==> config.mk <==
export PLATFORM = sky130hd
export DESIGN_NAME = adc_frame_capture
export DESIGN_NICKNAME = d
export VERILOG_FILES = /design/src/rtl/adc_frame_capture.sv
export SDC_FILE = /design/constraint.sdc
export NUM_CORES = 1
export LEC_CHECK = 0
export BUFFER_PORTS_ARGS = -buffer_cell sky130_fd_sc_hd__buf_2
export CORE_UTILIZATION = 50
export CTS_BUF_LIST = sky130_fd_sc_hd__clkbuf_4 sky130_fd_sc_hd__clkbuf_8
export DETAILED_ROUTE_END_ITERATION = 7
export PLACE_DENSITY = 0.71
export SYNTH_ARGS = -nofsm -noshare
export SYNTH_HDL_FRONTEND = slang
export SYNTH_SLANG_ARGS = --single-unit
export TNS_END_PERCENT = 1
==> constraint.sdc <==
create_clock -name clk -period 2.7 [get_ports clk]
set_clock_uncertainty 0.1 [all_clocks]
set_input_delay 0.405 -clock clk [delete_from_list [all_inputs] [get_ports clk]]
set_output_delay 0.405 -clock clk [all_outputs]
set_load 0.02 [all_outputs]
==> src/rtl/adc_frame_capture.sv <==
// -----------------------------------------------------------------------------
// adc_frame_capture
//
// Writer for the waveform RAM that a frame reader scans once per display period.
// It waits for a level crossing on the ADC stream, or forces a start after
// TIMEOUT clocks. It then writes DEPTH consecutive samples to RAM addresses
// 0..DEPTH-1 and raises frame_ready, so the reader only shows complete frames.
//
// Ports
//   clk           system clock
//   rst_n         asynchronous active-low reset
//   adc_data      ADC sample (unsigned, DW bits)
//   adc_valid     single-cycle strobe, adc_data is valid this cycle
//   trig_level    trigger threshold (unsigned, DW bits)
//   trig_falling  0 = rising-edge trigger, 1 = falling-edge trigger
//   arm           pulse that starts a capture; honoured only in IDLE or DONE
//   wr_en         RAM write enable (registered, one cycle per accepted sample)
//   wr_addr       RAM write address (registered, holds when wr_en is low)
//   wr_data       RAM write data (registered)
//   busy          high while waiting for a trigger or capturing
//   done          one-cycle pulse, coincident with the write to DEPTH-1
//   frame_ready   high from done until the next accepted arm
//   auto_trig     the frame was started by timeout; valid while frame_ready
//   state_dbg     current FSM state (IDLE=0, WAIT_TRIG=1, CAPTURE=2, DONE=3)
//
// Handshake: adc_valid is a strobe with no back-pressure. Every strobe seen in
// CAPTURE is written one clock later. arm is a level-sampled pulse. It is
// honoured only in IDLE or DONE, and a new capture never starts while one is
// in progress. DEPTH must be <= 2**AW.
// -----------------------------------------------------------------------------
module adc_frame_capture #(
  parameter int DEPTH   = 2048,
  parameter int AW      = 13,
  parameter int DW      = 10,
  parameter int TIMEOUT = 500_000
) (
  input  logic          clk,
  input  logic          rst_n,
  input  logic [DW-1:0] adc_data,
  input  logic          adc_valid,
  input  logic [DW-1:0] trig_level,
  input  logic          trig_falling,
  input  logic          arm,
  output logic          wr_en,
  output logic [AW-1:0] wr_addr,
  output logic [DW-1:0] wr_data,
  output logic          busy,
  output logic          done,
  output logic          frame_ready,
  output logic          auto_trig,
  output logic [1:0]    state_dbg
);

  localparam int            TW        = (TIMEOUT > 1) ? $clog2(TIMEOUT) : 1;
  localparam logic [AW-1:0] LAST_ADDR = AW'(DEPTH - 1);
  localparam logic [TW-1:0] TO_LAST   = TW'(TIMEOUT - 1);

  typedef enum logic [1:0] {
    S_IDLE = 2'd0,
    S_WAIT = 2'd1,
    S_CAPT = 2'd2,
    S_DONE = 2'd3
  } state_t;

  state_t        state,       state_nx;
  logic [DW-1:0] prev_sample, prev_sample_nx;
  logic          prev_valid,  prev_valid_nx;
  logic [TW-1:0] tcnt,        tcnt_nx;
  logic [AW-1:0] next_addr,   next_addr_nx;
  logic          wr_en_nx;
  logic [AW-1:0] wr_addr_nx;
  logic [DW-1:0] wr_data_nx;
  logic          done_nx;
  logic          frame_ready_nx;
  logic          auto_trig_nx;

  // Crossing detection. A crossing needs a previous valid sample. That sample
  // must lie strictly on the far side of the level, and the new one must
  // reach or pass it. So a level of 0 with a rising edge can never fire.
  logic rise_hit;
  logic fall_hit;
  logic trig_hit;

  assign rise_hit = prev_valid && (prev_sample < trig_level) && (adc_data >= trig_level);
  assign fall_hit = prev_valid && (prev_sample > trig_level) && (adc_data <= trig_level);
  assign trig_hit = adc_valid && (trig_falling ? fall_hit : rise_hit);

  always_comb begin
    state_nx       = state;
    prev_sample_nx = prev_sample;
    prev_valid_nx  = prev_valid;
    tcnt_nx        = tcnt;
    next_addr_nx   = next_addr;
    wr_en_nx       = 1'b0;
    wr_addr_nx     = wr_addr;
    wr_data_nx     = wr_data;
    done_nx        = 1'b0;
    frame_ready_nx = frame_ready;
    auto_trig_nx   = auto_trig;

    case (state)
      S_IDLE, S_DONE: begin
        if (arm) begin
          // Entering WAIT_TRIG: forget the old history and the old frame status.
          state_nx       = S_WAIT;
          prev_valid_nx  = 1'b0;
          tcnt_nx        = '0;
          frame_ready_nx = 1'b0;
          auto_trig_nx   = 1'b0;
        end
      end

      S_WAIT: begin
        tcnt_nx = tcnt + 1'b1;
        if (adc_valid) begin
          prev_sample_nx = adc_data;
          prev_valid_nx  = 1'b1;
        end
        if (trig_hit) begin
          // The trigger sample itself is the first sample of the frame.
          // A trigger beats a timeout that lands in the same cycle.
          wr_en_nx   = 1'b1;
          wr_addr_nx = '0;
          wr_data_nx = adc_data;
          if (LAST_ADDR == '0) begin
            state_nx       = S_DONE;
            done_nx        = 1'b1;
            frame_ready_nx = 1'b1;
          end else begin
            state_nx     = S_CAPT;
            next_addr_nx = AW'(1);
          end
        end else if (tcnt == TO_LAST) begin
          // Forced start: nothing is written now; the next strobe lands at 0.
          state_nx     = S_CAPT;
          auto_trig_nx = 1'b1;
          next_addr_nx = '0;
        end
      end

      S_CAPT: begin
        if (adc_valid) begin
          wr_en_nx   = 1'b1;
          wr_addr_nx = next_addr;
          wr_data_nx = adc_data;
          if (next_addr == LAST_ADDR) begin
            // Final write. The FSM leaves CAPTURE, so later strobes are never written.
            state_nx       = S_DONE;
            done_nx        = 1'b1;
            frame_ready_nx = 1'b1;
          end else begin
            next_addr_nx = next_addr + 1'b1;
          end
        end
      end

      default: state_nx = S_IDLE;
    endcase
  end

  always_ff @(posedge clk or negedge rst_n) begin
    if (!rst_n) begin
      state       <= S_IDLE;
      prev_sample <= '0;
      prev_valid  <= 1'b0;
      tcnt        <= '0;
      next_addr   <= '0;
      wr_en       <= 1'b0;
      wr_addr     <= '0;
      wr_data     <= '0;
      done        <= 1'b0;
      frame_ready <= 1'b0;
      auto_trig   <= 1'b0;
    end else begin
      state       <= state_nx;
      prev_sample <= prev_sample_nx;
      prev_valid  <= prev_valid_nx;
      tcnt        <= tcnt_nx;
      next_addr   <= next_addr_nx;
      wr_en       <= wr_en_nx;
      wr_addr     <= wr_addr_nx;
      wr_data     <= wr_data_nx;
      done        <= done_nx;
      frame_ready <= frame_ready_nx;
      auto_trig   <= auto_trig_nx;
    end
  end

  assign busy      = (state == S_WAIT) || (state == S_CAPT);
  assign state_dbg = state;

endmodule
; ---- Yosys cells after proc, flatten, opt, wreduce, memory -nomap -nowiden
; Index checks and enable logic that the tools add are counted.
[totals]
wordCells = 85
output_inout_bits = 30
inputBits = 25
ff_bits = 72
[op_classes]
mux = 35
add_sub_neg = 2
n_reduce_logical = 19
eq_ne = 14
magnitude_cmp = 4
[op_table]
columns = cell, count
row1 = 13-bit 2-to-1 mux, 6
row2 = 13-bit one-hot mux with 2 select lines, 2
row3 = 19-bit one-hot mux with 2 select lines, 1
row4 = 10-bit 2-to-1 mux, 2
row5 = 10-bit one-hot mux with 2 select lines, 1
row6 = 19-bit by 1-bit adder with 19-bit output (second input constant), 1
row7 = 19-bit equality test (second input constant), 1
row8 = 19-bit 2-to-1 mux, 1
row9 = 2-bit inequality test (second input constant), 8
row10 = 4-bit AND reduction, 4
row11 = 13-bit by 1-bit adder with 13-bit output (second input constant), 1
row12 = 13-bit by 11-bit equality test with 1-bit output (second input constant), 1
row13 = 1-bit 2-to-1 mux, 12
row14 = 10-bit greater-or-equal comparator, 1
row15 = 10-bit > comparator, 1
row16 = 10-bit <= comparator, 1
row17 = 10-bit < comparator, 1
row18 = 2-bit 2-to-1 mux, 5
row19 = 1-bit one-hot mux with 2 select lines, 4
row20 = 2-bit one-hot mux with 3 select lines, 1
row21 = 3-bit AND reduction, 2
row22 = 2-bit nonzero test, 3
row23 = 1-bit logical AND, 5
row24 = 2-bit equality test (second input constant), 2
row25 = 6 further kinds, 7

; ---- Depth between registers and ports, before layout
[logic_depth]
ltp_word = 7
ltp_mapped = 10

; ---- Worst setup path after synthesis
; No wires, ideal clock.
[synth_timing]
kind = input to register
from = input trig_level[7]
to = register wr_addr[10]
required_time_ns = 2.474
arrival_time_ns = 2.447
path_stages = 10
setup_ns = 0.126
slack_ns = 0.027
path_buffers = 1
path_cell_list = inv_1 ha_1 a211oi_1 o21bai_1 a211o_1 xnor2_1 o22ai_2 a22o_1 buf_2 a221o_1
[synth_between]
elab_chain_cells = 7
word_cells_on_any_way = 12
[synth_rtl]
columns = element, line_no
row1 = start: declaration, 41  ; input logic [DW-1:0] trig_level,
row2 = 10-bit < comparator / 10-bit > comparator (equally long branches), "84, 85"
row3 = 1-bit logical AND (on tied branches) (2 in a row), "84, 85"
row4 = 1-bit 2-to-1 mux *, 86  ; assign trig_hit = adc_valid && (trig_falling ? fall_hit : rise_hit);
row5 = 1-bit logical AND *, 86
row6 = 2-bit inequality test (no line) *, --
row7 = 3-bit AND reduction (no line) *, --
row8 = end signal: assignment, 181  ; wr_addr <= wr_addr_nx;
row9 = end: declaration, 45  ; output logic [AW-1:0] wr_addr,
; Every way passes the cells marked *; elsewhere a longest branch is shown, timed or not.
; A chain may end at the register's enable or synchronous reset.

; ---- Worst setup path after layout
[layout_timing]
from = register prev_sample[7]
to = register wr_data[6]
[layout_between]
elab_chain_cells = 7
word_cells_on_any_way = 10
[layout_rtl]
columns = element, line_no
row1 = start: declaration, 66  ; logic [DW-1:0] prev_sample, prev_sample_nx;
row2 = start signal: assignment, 176  ; prev_sample <= prev_sample_nx;
row3 = 10-bit < comparator / 10-bit > comparator (equally long branches), "84, 85"
row4 = 1-bit logical AND (on tied branches) (2 in a row), "84, 85"
row5 = 1-bit 2-to-1 mux *, 86
row6 = 1-bit logical AND *, 86
row7 = 2-bit inequality test (no line) *, --
row8 = 3-bit AND reduction (no line) *, --
row9 = end signal: assignment, 182  ; wr_data <= wr_data_nx;
row10 = end: declaration, 46  ; output logic [DW-1:0] wr_data,
; Marked as above.

==> impl_results.md <==
* Status: finished, violations left
* Failing checks: negative hold slack
* Mapped Area at 4095 um^2
* Port Buffers at 54
* Synth Area in Compound Gates at 17.84%
* Die H at 92.50 um
* Final #Nets at 538
* Fin Hold WS at -0.001095 ns
* Multiplexer share of the synthesized area at 6.447%
* Via density at 5.793
* Yosys reg bits at 72
* Clk pin slew, worst setup/hold paths at 0.08 ns
* Ys async rst share at 100.0%
* # fillers at 643
* Max Buffers Root-to-Sink at 2
* H-Tree Depth at 3
* Maximum VDD drop at 494.9 uV
* Synth Area in Simple Gates at 16.74%
* Hold-fix buffers, CTS at 0
* Startpoint Class: register
* Crit share post-route at 99.14%
* Total Routing Usage GR at 23.53%
* Routed wire per std cell at 16.54 um
* Worst slew pin tran at 0.8667 ns
* Worst path required time at 2.83 ns
* Post-Syn Instances at 411
* Static leakage at 2.390 nW
* Drt pass-1 iters at 4
* ANT nets after route at 0
* Final slew viol count at 0
* Largest family of logic cells by synthesized area: compound AO/OA/AOI/OAI gates
* Die area at 8556 um^2
* Share of layout cells above drive strength 1 at 28.40%
* Seq/Total Area, Yosys at 44.00%
* Power density over cell area at 1031 nW/um^2
* Starting DRC count in detailed routing at 154
* Clock Sinks at 72
* F_max at 373.6 MHz
* Initial antenna violation count at 0
* Slew HR at 42.00%
* Diode count at 0
* Clock buffer count from CTS at 9
* Max FO, Critical Path at 5
* Fin Setup TNS at 0 ns
* Power Total at 5.308 mW
* DRC Markers at 0
* Worst hold-check path type: input port to async pin
* Vias in the first global route at 3541
* DPL Wire Length at 6715 um
* R2R setup slack at 0.02 ns
* Setup WS pre-CTS at -0.3417 ns
* Mapped Avg Cell Area at 9.964 um^2
* Crit. End Element: register
* CTS tree: built
* Max-Cap Viols at 0
* Ys flop type: dfrtp_1
* Largest net degree at the start of global routing at 43
* Synth Area in Adders at 7.638%
* EDFF count, synth at 0
* XOR/XNOR Fraction of Synth Area at 3.422%
* Routed WL at 9840 um
* Library cells used by synthesis at 50
* Final WS setup at 0.02333 ns
* Final setup violation count at 0
* Critical path type: register to register
* Final Hold Fails at 1
* Unrepaired setup endpoints after global routing: true
* WP data arrival at 2.81 ns
* Clk Latency, worst-skew pair at 0.35 ns
* Cell row count at 32
* Core Footprint at 7807 um^2
* Synth warn at 0
* Synth-to-Final Area Change at 25.66%
* Via count at 3447
* DIE WIDTH at 92.50 um
* Root Buffer: clkbuf_8
* Final GP Congestion at 0.8704
* Gr ovfl total at 0
* Ports at 55
* Syn Nets at 461
* Period minus WS final at 2.677 ns
* First-pass GRT wire length at 16150 um
* Effective utilization at floorplan at 52.45%
* # placed instances at 574
* Non-Filler Instances at 595
registers in the layout (all words and copies together) (netlist names):
| name | flops |
|---|---|
| tcnt | 19 |
| next_addr | 13 |
| wr_addr | 13 |
| prev_sample | 10 |
| wr_data | 10 |
| state_dbg | 2 |
| auto_trig | 1 |
| done | 1 |
| frame_ready | 1 |
| prev_valid | 1 |
| wr_en | 1 |
cells in the mapped netlist, types with 4 or more instances:
cell type	n	area (um^2)
a211oi_1	6	45.04
a21oi_1	15	75.07
a221o_1	13	130.1
a22oi_1	13	97.59
and2_1	4	25.02
and3_1	4	25.02
and4_1	4	35.03
buf_2	5	25.02
clkbuf_1	10	37.54
dfrtp_1	72	1802
ha_1	25	312.8
inv_1	21	78.83
mux2_1	10	112.6
mux2_2	9	101.4
mux2i_1	5	50.05
nand2_1	31	116.4
nand2b_1	7	43.79
nand3_1	16	80.08
nand4_1	9	56.30
nor2_1	43	161.4
nor3_1	6	30.03
o21ai_0	19	95.09
o2bb2ai_1	9	78.83
or2_2	5	31.28
xnor2_1	6	52.55
xor2_1	10	87.58
final timing paths:
| path | endpoint | start | cells past startpoint |
|---|---|---|---|
| worst max-delay path | wr_data[6] | prev_sample[7] | 9 |
| worst min-delay path | wr_data[2] | rst_n | 1 |
| worst max register to register | wr_data[6] | prev_sample[7] | 9 |
| worst min register to register | wr_data[0] | wr_data[0] | 1 |
| max in group asynchronous | tcnt[0] | rst_n | 2 |
| min in group clk | wr_data[0] | adc_data[0] | 2 |
cell type report:
cell class                 count  area, um^2  share of cell area (%)
tap                          102       127.6                   2.480
timing repair buffer          83       585.6                   11.38
inverter                      21       78.83                   1.532
sequential                    72        1802                   35.01
clock inverter                 6       137.6                   2.674
multi-input combinational    301        2277                   44.25
clock buffer                  10       137.6                   2.674
logic make-up (layout without fill, tap and decap cells):
family                   Yosys count  in the layout
AND/OR/NAND/NOR                  140            140
multiplexers                      24             24
flip-flops                        72             72
XOR/XNOR                          16             16
buffers and inverters             38            120
AO/OA/AOI/OAI                     96             96
adder cells (fa/ha/maj)           25             25
routing by layer:
| metal | track usage, % | vias to the layer above | wire length (um) |
|---|---|---|---|
| met4 | 8.724 | 0 | 197 |
| met2 | 39.38 | 71 | 4894 |
| met5 | 0 | - | 0 |
| met3 | 4.844 | 19 | 380 |
| li1 | - | 1654 | - |
| met1 | 29.98 | 1703 | 4368 |
stage by stage:
stage	utilization [%]	instance area, um^2
after floorplan	-	4095
after global placement	59.29	4629
after detailed placement	59.29	4629
after CTS	62.87	4908
after global routing	65.91	5146
final	65.91	5146
where the power goes:
group / internal [mW] / switching (mW)
Clock: 0.739 / 0.429
Sequential: 1.32 / 0.178
Combinational: 1.22 / 1.43
repair_timing:
action / in CTS / in global routing
setup endpoints to repair: 16 / 38
gates cloned: 0 / 3
gates resized for setup: 3 / 26
pin swaps: 0 / 11
buffers inserted: 0 / 2
cell usage in the layout (no fill, tap or decap), drive strengths merged, types with 15 or more instances in the layout:
| cell type | count |
|---|---|
| a21oi | 15 |
| buf | 80 |
| dfrtp | 72 |
| ha | 25 |
| inv | 23 |
| mux2 | 19 |
| nand2 | 32 |
| nand3 | 16 |
| nor2 | 43 |
| o21ai | 22 |
worst max-delay path: stages, from the launching register on:
cell and delay (ns):
dfrtp_1 0.41, ha_4 0.25, a211oi_2 0.18, o21bai_1 0.13, buf_4 0.16, a2111oi_4 0.40
o22ai_4 0.15, a22o_4 0.31, clkbuf_16 0.16, mux2_1 0.31
Power figures use the tool's default switching activity.
